File: config.mk
export PLATFORM = sky130hd
export DESIGN_NAME = shift_arb_ctrl
export DESIGN_NICKNAME = d
export VERILOG_FILES = /design/src/rtl/shift_arb_ctrl.sv
export SDC_FILE = /design/constraint.sdc
export NUM_CORES = 1
export LEC_CHECK = 0
export BUFFER_PORTS_ARGS = -buffer_cell sky130_fd_sc_hd__buf_2
export CAP_MARGIN = 40
export CORE_MARGIN = 2
export CORE_UTILIZATION = 23
export DETAILED_ROUTE_END_ITERATION = 10
export PLACE_DENSITY = 0.39
export SYNTH_ARGS = -nofsm -noshare
export SYNTH_HDL_FRONTEND = slang
export SYNTH_SLANG_ARGS = --single-unit
export TNS_END_PERCENT = 20
File: constraint.sdc
create_clock -name clk -period 5.78 [get_ports clk]
set_clock_uncertainty 0.05 [all_clocks]
set_input_delay 0.867 -clock clk [delete_from_list [all_inputs] [get_ports clk]]
set_output_delay 0.867 -clock clk [all_outputs]
set_load 0.1 [all_outputs]
File: src/rtl/shift_arb_ctrl.sv
// Round-robin arbiter feeding an external 8-stage 4-bit shift line.
// Shadow valid/tag registers track the line so output strobes and sources are known.
module shift_arb_ctrl (
    input  logic       clk,
    input  logic       rst,
    input  logic       a_valid,
    input  logic [3:0] a_data,
    output logic       a_ready,
    input  logic       b_valid,
    input  logic [3:0] b_data,
    output logic       b_ready,
    input  logic       flush,
    output logic       shn,
    output logic [3:0] si,
    input  logic [3:0] so,
    output logic       out_valid,
    output logic [3:0] out_data,
    output logic       out_src,
    output logic       busy,
    output logic [7:0] cnt_a,
    output logic [7:0] cnt_b
);

    localparam int unsigned DEPTH = 8;
    localparam int unsigned DW    = 4;
    localparam int unsigned OCC_W = 4;

    typedef enum logic [1:0] {
        IDLE  = 2'd0,
        RUN   = 2'd1,
        DRAIN = 2'd2
    } state_t;

    state_t             state;
    state_t             state_nxt;
    logic [DEPTH-1:0]   v;
    logic [DEPTH-1:0]   t;
    logic [OCC_W-1:0]   occ;
    logic [OCC_W-1:0]   occ_nxt;
    logic               ptr_b;
    logic               grant_a;
    logic               grant_b;
    logic               accept;
    logic               shift;
    logic               blocked;
    logic [DW-1:0]      si_c;

    // State register
    always_ff @(posedge clk or posedge rst) begin
        if (rst) begin
            state <= IDLE;
        end else begin
            state <= state_nxt;
        end
    end

    // Arbitration, shift control and next state; flush in RUN takes precedence over requests
    always_comb begin
        state_nxt = state;
        grant_a   = 1'b0;
        grant_b   = 1'b0;
        accept    = 1'b0;
        shift     = 1'b0;
        si_c      = '0;
        occ_nxt   = occ;
        blocked   = rst || (state == DRAIN) || ((state == RUN) && flush);

        if (!blocked) begin
            if (a_valid && b_valid) begin
                grant_b = ptr_b;
                grant_a = !ptr_b;
            end else begin
                grant_a = a_valid;
                grant_b = b_valid;
            end
        end

        accept = grant_a || grant_b;
        shift  = !rst && (accept || (state == DRAIN));

        if (grant_b) begin
            si_c = b_data;
        end else if (grant_a) begin
            si_c = a_data;
        end

        if (shift) begin
            occ_nxt = occ + OCC_W'(accept) - OCC_W'(v[DEPTH-1]);
        end

        case (state)
            IDLE: begin
                if (accept) begin
                    state_nxt = RUN;
                end
            end
            RUN: begin
                if (flush) begin
                    state_nxt = DRAIN;
                end else if (occ_nxt == '0) begin
                    state_nxt = IDLE;
                end
            end
            DRAIN: begin
                if (occ_nxt == '0) begin
                    state_nxt = IDLE;
                end
            end
            default: state_nxt = IDLE;
        endcase
    end

    // Shadow line, occupancy, priority pointer and output strobe
    always_ff @(posedge clk or posedge rst) begin
        if (rst) begin
            v         <= '0;
            t         <= '0;
            occ       <= '0;
            ptr_b     <= 1'b0;
            out_valid <= 1'b0;
            busy      <= 1'b0;
        end else begin
            out_valid <= shift && v[DEPTH-2];
            busy      <= (state_nxt != IDLE);
            if (shift) begin
                v   <= {v[DEPTH-2:0], accept};
                t   <= {t[DEPTH-2:0], grant_b};
                occ <= occ_nxt;
            end
            if (accept) begin
                ptr_b <= grant_a;
            end
        end
    end

    // Saturating per-requester accept counters
    always_ff @(posedge clk or posedge rst) begin
        if (rst) begin
            cnt_a <= '0;
            cnt_b <= '0;
        end else begin
            if (grant_a && (cnt_a != '1)) begin
                cnt_a <= cnt_a + 8'd1;
            end
            if (grant_b && (cnt_b != '1)) begin
                cnt_b <= cnt_b + 8'd1;
            end
        end
    end

    assign a_ready  = grant_a;
    assign b_ready  = grant_b;
    assign shn      = shift;
    assign si       = si_c;
    assign out_src  = t[DEPTH-1];
    assign out_data = so;

endmodule

== Word-level counts from Yosys, hierarchy flattened ==
Index checks and enable logic that the tools add are counted.

* $add $sub $neg: 4
* Equal/unequal tests: 4
* Multiplexer cells: 11
* Reduce and logical (&&, ||, !) cells: 15

{| class="wikitable"
|+ Operators with widths
! kind !! number
|-
| $add A8 B1 Y8 const B || 2
|-
| $ne A8 B8 Y1 const B || 2
|-
| $mux W4 || 3
|-
| $logic_and A1 B1 Y1 || 6
|-
| $mux W2 || 3
|-
| $pmux W2 S3 || 1
|-
| $add A4 B1 Y4 || 1
|-
| $logic_not A4 Y1 || 1
|-
| $logic_or A1 B1 Y1 || 4
|-
| $mux W1 || 4
|-
| $sub A4 B1 Y4 || 1
|-
| $eq A2 B1 Y1 const B || 1
|-
| $eq A2 B2 Y1 const B || 1
|-
| $logic_not A1 Y1 || 2
|-
| $logic_not A2 Y1 || 1
|-
| $reduce_bool A2 Y1 || 1
|}

* Flip-flop bits (word level): 41
* Input port bits: 17
* Output and inout port bits: 30
* Word-level logic and storage cells: 43

== Depth between registers and ports, before layout ==
* Depth in word-level cells: 13
* Depth in mapped cells: 12
* Depth with buffers taken out: 11

== Worst setup path after synthesis ==
No wires, ideal clock.

* Kind: input to output
* Start: in rst
* End: out si[0]
* Data arrival time: 3.328 ns
* Required time: 4.863 ns
* Setup slack: 1.535 ns
* Stages: 5
* Path buffers: 2
* Cell sequence: clkbuf_1 > nor3_2 > and2_1 > clkbuf_1 > a22o_1

* Elaborated cells between the ends (all ways): 6
* Classes of those cells: mux (4); reduce/logical (2)

{| class="wikitable"
|+ RTL lines
! what !! RTL line !! RTL
|-
| start: declaration || 5 || <nowiki>input logic rst,</nowiki>
|-
| $logic_or A1 B1 Y1 (2 in a row) || 66 || <nowiki>blocked = rst || (state == DRAIN) || ((state == RUN) && flush);</nowiki>
|-
| $mux W1 || 68 || <nowiki>if (!blocked) begin</nowiki>
|-
| named net b_ready || 11 || <nowiki>output logic b_ready,</nowiki>
|-
| $mux W4 || 81 || <nowiki>if (grant_b) begin</nowiki>
|-
| end: declaration || 14 || <nowiki>output logic [3:0] si,</nowiki>
|}

The timed path passes the listed nets, and every way through them passes these cells.

== Final worst setup path ==
* Start: in flush
* End: out si[0]

* Longest elaborated chain between the ends: 5
* Elaborated cells between the ends (all ways): 6
* Classes of those cells: mux (4); reduce/logical (2)

{| class="wikitable"
|+ Ends and longest elaborated chain
! what !! RTL line !! RTL
|-
| start: declaration || 12 || <nowiki>input logic flush,</nowiki>
|-
| $logic_and A1 B1 Y1 * || 66 ||
|-
| $logic_or A1 B1 Y1 * || 66 ||
|-
| $mux W1 || 68 ||
|-
| $mux W4 || 83 || <nowiki>end else if (grant_a) begin</nowiki>
|-
| $mux W4 * || 81 ||
|}

Every way passes the cells marked *; elsewhere a longest branch is shown, timed or not.

==> results.toml <==
[power_and_ir_drop]
totalPowerFinal_mw = 1.53
ir_drop_v = 0.000226
power_density_nw_per_um2 = 624
power_leakage_nw = 1.14

[route]
wl_met3_um = 119
firstDrtPassIters = 4
wl_met2_um = 1900
dr_total_vias = 1397
wl_met1_um = 1950
top_layer = "met4"
drtAntennaViolNets = 0
totalWireLength_um = 4040
drc = 0
via_per_inst = 4.29
drt_iter0_markers = 30
wl_per_cell_um = 12.4

[floorplan]
dieWidth_um = 98.1
start_util = 0.236
dieHeight_um = 98.1
std_cell_rows = 34
io_pins = 47
core_um2 = 8640
die_area_um2 = 9630

[placed_design]
dpl.hpwl_um = 2840
dp_cells = 318
place_area_um2 = 2320
pre_cts_ws_ns = 2.45
port_buffers = 38
gp_congestion = 0.679

[setup_path]
critPathMaxFanout = 7
cp_data_required_time_ns = 4.86
critical-path-max-stage-delay_ns = 0.42
crit_path_start_kind = "primary input"
cp_data_arrival_time_ns = 2.41
worstSetupPathType = "in2out"
cpMostUsedCell = "buf_2"
critPathCaptureType = "output port"
cp_slowest_cell = "buf_2"
crit_chain = "buf_2, and3b_4, nor3_2, and2_1, a22o_1, buf_2"

[yosys]
synthCells = 180
ys_types = 43
synth_top_family_by_area = "simple AND/OR/NAND/NOR gates"
synth_fa_ha_area_frac = 0.0405
yosysSeqAreaShare = 0.503
synth-compound-area-share = 0.0890
syn-num-nets = 203
synth-main-ff-cell = "dfrtp_1"
yosysWarnings = 0
synth-xor-area-share = 0.0859
synthMuxAreaShare = 0.0829
ys_ff_latch = 41
synthArstFlopShare = 1.00
netlist_area_um2 = 2040
syn_area_per_cell_um2 = 11.3
yosys.area_share.simple = 0.153
synth_edf_count = 0

[grt]
grt_max_degree = 43
grt_pass1_vias = 1411
grt-ovfl-total = 0
antenna_found_initial = 0
grtUsageTotal = 0.0886
grt_first_pass_wirelength_um = 6960

[layout]
finalInstanceArea_um2 = 2450
num-nets-final = 240
multi_input_area_um2 = 927
final_layout_size_suffix_gt1_frac = 0.317
regArea_um2 = 1030
n_antenna_cell = 0
area_growth_pct = 20.4
finish.utilization = 0.284
n_fill_cell = 927
instances_no_fill = 326

[clock_network]
clockBufferDepth = 2
clock-root-buffer = "clkbuf_8"
cts_buffers = 5
cts_resized = 0
tritoncts = "built"
cts_hold_buf = 0
clock_latency_ns = 0.29
clk_pin_slew_ns = 0.08
cts_num_sinks = 41
htreeDepth = 2
cts_setup_buffers = 0

[timing]
report.final.setup_viol = 0
tightest_slew_ns = 0.555
fin_tns_setup_ns = 0
finalCritPeriodShare = 0.575
final_max_slew_viol_count = 0
fin_hold_ws_ns = 0.444
post-route-min-period_ns = 3.32
hold_viol_final = 0
slew_headroom = 0.627
clock.fmax_mhz = 301
rsz0062_at_grt = "false"
fin_ws_ns = 2.46

[worst_hold_path]
hold_class = "reg2reg"

[run_status]
status = "finished, final reports clean"

[job]
cap_viol_max_count = 0
placed cells by master, fill, tap and decap left out, types with 2 or more instances in the layout:
cell type  count
nand4_1        4
a21oi_1        3
xor2_1         7
buf_2         38
nor2_1         6
inv_1          6
nand2_1       19
o21bai_1       2
mux2_2        15
clkbuf_8       5
ha_1           5
dfrtp_1       41
o21ai_0        3
nand2b_1       2
a22o_1         4
nor3_1         5
and2_1         2
or4_1          2
bufinv_16      2
nand3_1        6
xnor2_1       13
buf_4          2
a21boi_0       2
and3_1         3
critical path, delay by kind of cell:
family,cells,cell delay [ns]
compound gates,1,0.19
buf+inv,2,0.55
simple gates,3,0.79
power by group:
group / internal [mW] / switching [mW]
Clock: 0.172 / 0.108
Sequential: 0.396 / 0.0958
Combinational: 0.224 / 0.537
synth_stat cells, types with 2 or more instances:
cell type | count | area share
a21boi_0 | 2 | 0.0074
a21oi_1 | 3 | 0.0074
a22o_1 | 4 | 0.017
and2_1 | 2 | 0.0061
and3_1 | 3 | 0.0092
buf_2 | 2 | 0.0049
buf_4 | 5 | 0.018
clkbuf_1 | 2 | 0.0037
dfrtp_1 | 41 | 0.50
ha_1 | 5 | 0.031
inv_1 | 7 | 0.013
mux2_2 | 15 | 0.083
nand2_1 | 19 | 0.035
nand2b_1 | 2 | 0.0061
nand3_1 | 6 | 0.015
nand4_1 | 4 | 0.012
nor2_1 | 6 | 0.011
nor3_1 | 5 | 0.012
o21ai_0 | 3 | 0.0074
o21bai_1 | 2 | 0.0074
or4_1 | 2 | 0.0074
xnor2_1 | 13 | 0.056
xor2_1 | 7 | 0.030
layer usage:
| metal | global-route usage | up-vias |
|---|---|---|
| met5 | 0 | - |
| met4 | 0.0348 | 0 |
| met3 | 0.0215 | 6 |
| met2 | 0.138 | 16 |
| met1 | 0.120 | 684 |
| li1 | - | 691 |
area by class of cell:
class | instances | area share
Sequential cell | 41 | 0.418
Inverter | 7 | 0.0107
Tap cell | 108 | 0.0551
Clock buffer | 5 | 0.0280
Timing Repair Buffer | 40 | 0.0836
Clock inverter | 3 | 0.0265
Multi-Input combinational cell | 122 | 0.378
flip-flops by register name, summed over array words and instances (netlist names):
register / count
busy: 1
cnt_a: 8
cnt_b: 8
occ: 4
out_valid: 1
ptr_b: 1
state: 2
t: 8
v: 8
path summary, 6_finish.rpt:
path / depth (start not counted) / slack [ns] / to / startpoint
setup / recovery: 6 / 2.46 / si[0] / flush
hold / removal: 1 / 0.44 / cnt_b[5] / cnt_b[5]
setup reg to reg: 11 / 2.90 / state[0] / state[1]
min in group asynchronous: 3 / 0.78 / v[1] / rst
max in group asynchronous: 3 / 4.53 / t[2] / rst
hold reg to reg: 1 / 0.44 / cnt_b[5] / cnt_b[5]
cells by family after synthesis:
family,count (synthesis)
AOI/OAI and AO/OA,24
DFF,41
muxes,15
adders and majority gates,6
xor gates and xnor gates,20
buffers and inverters,17
and+or+nand+nor,57
Note: power is estimated with default switching activity, not from simulation.
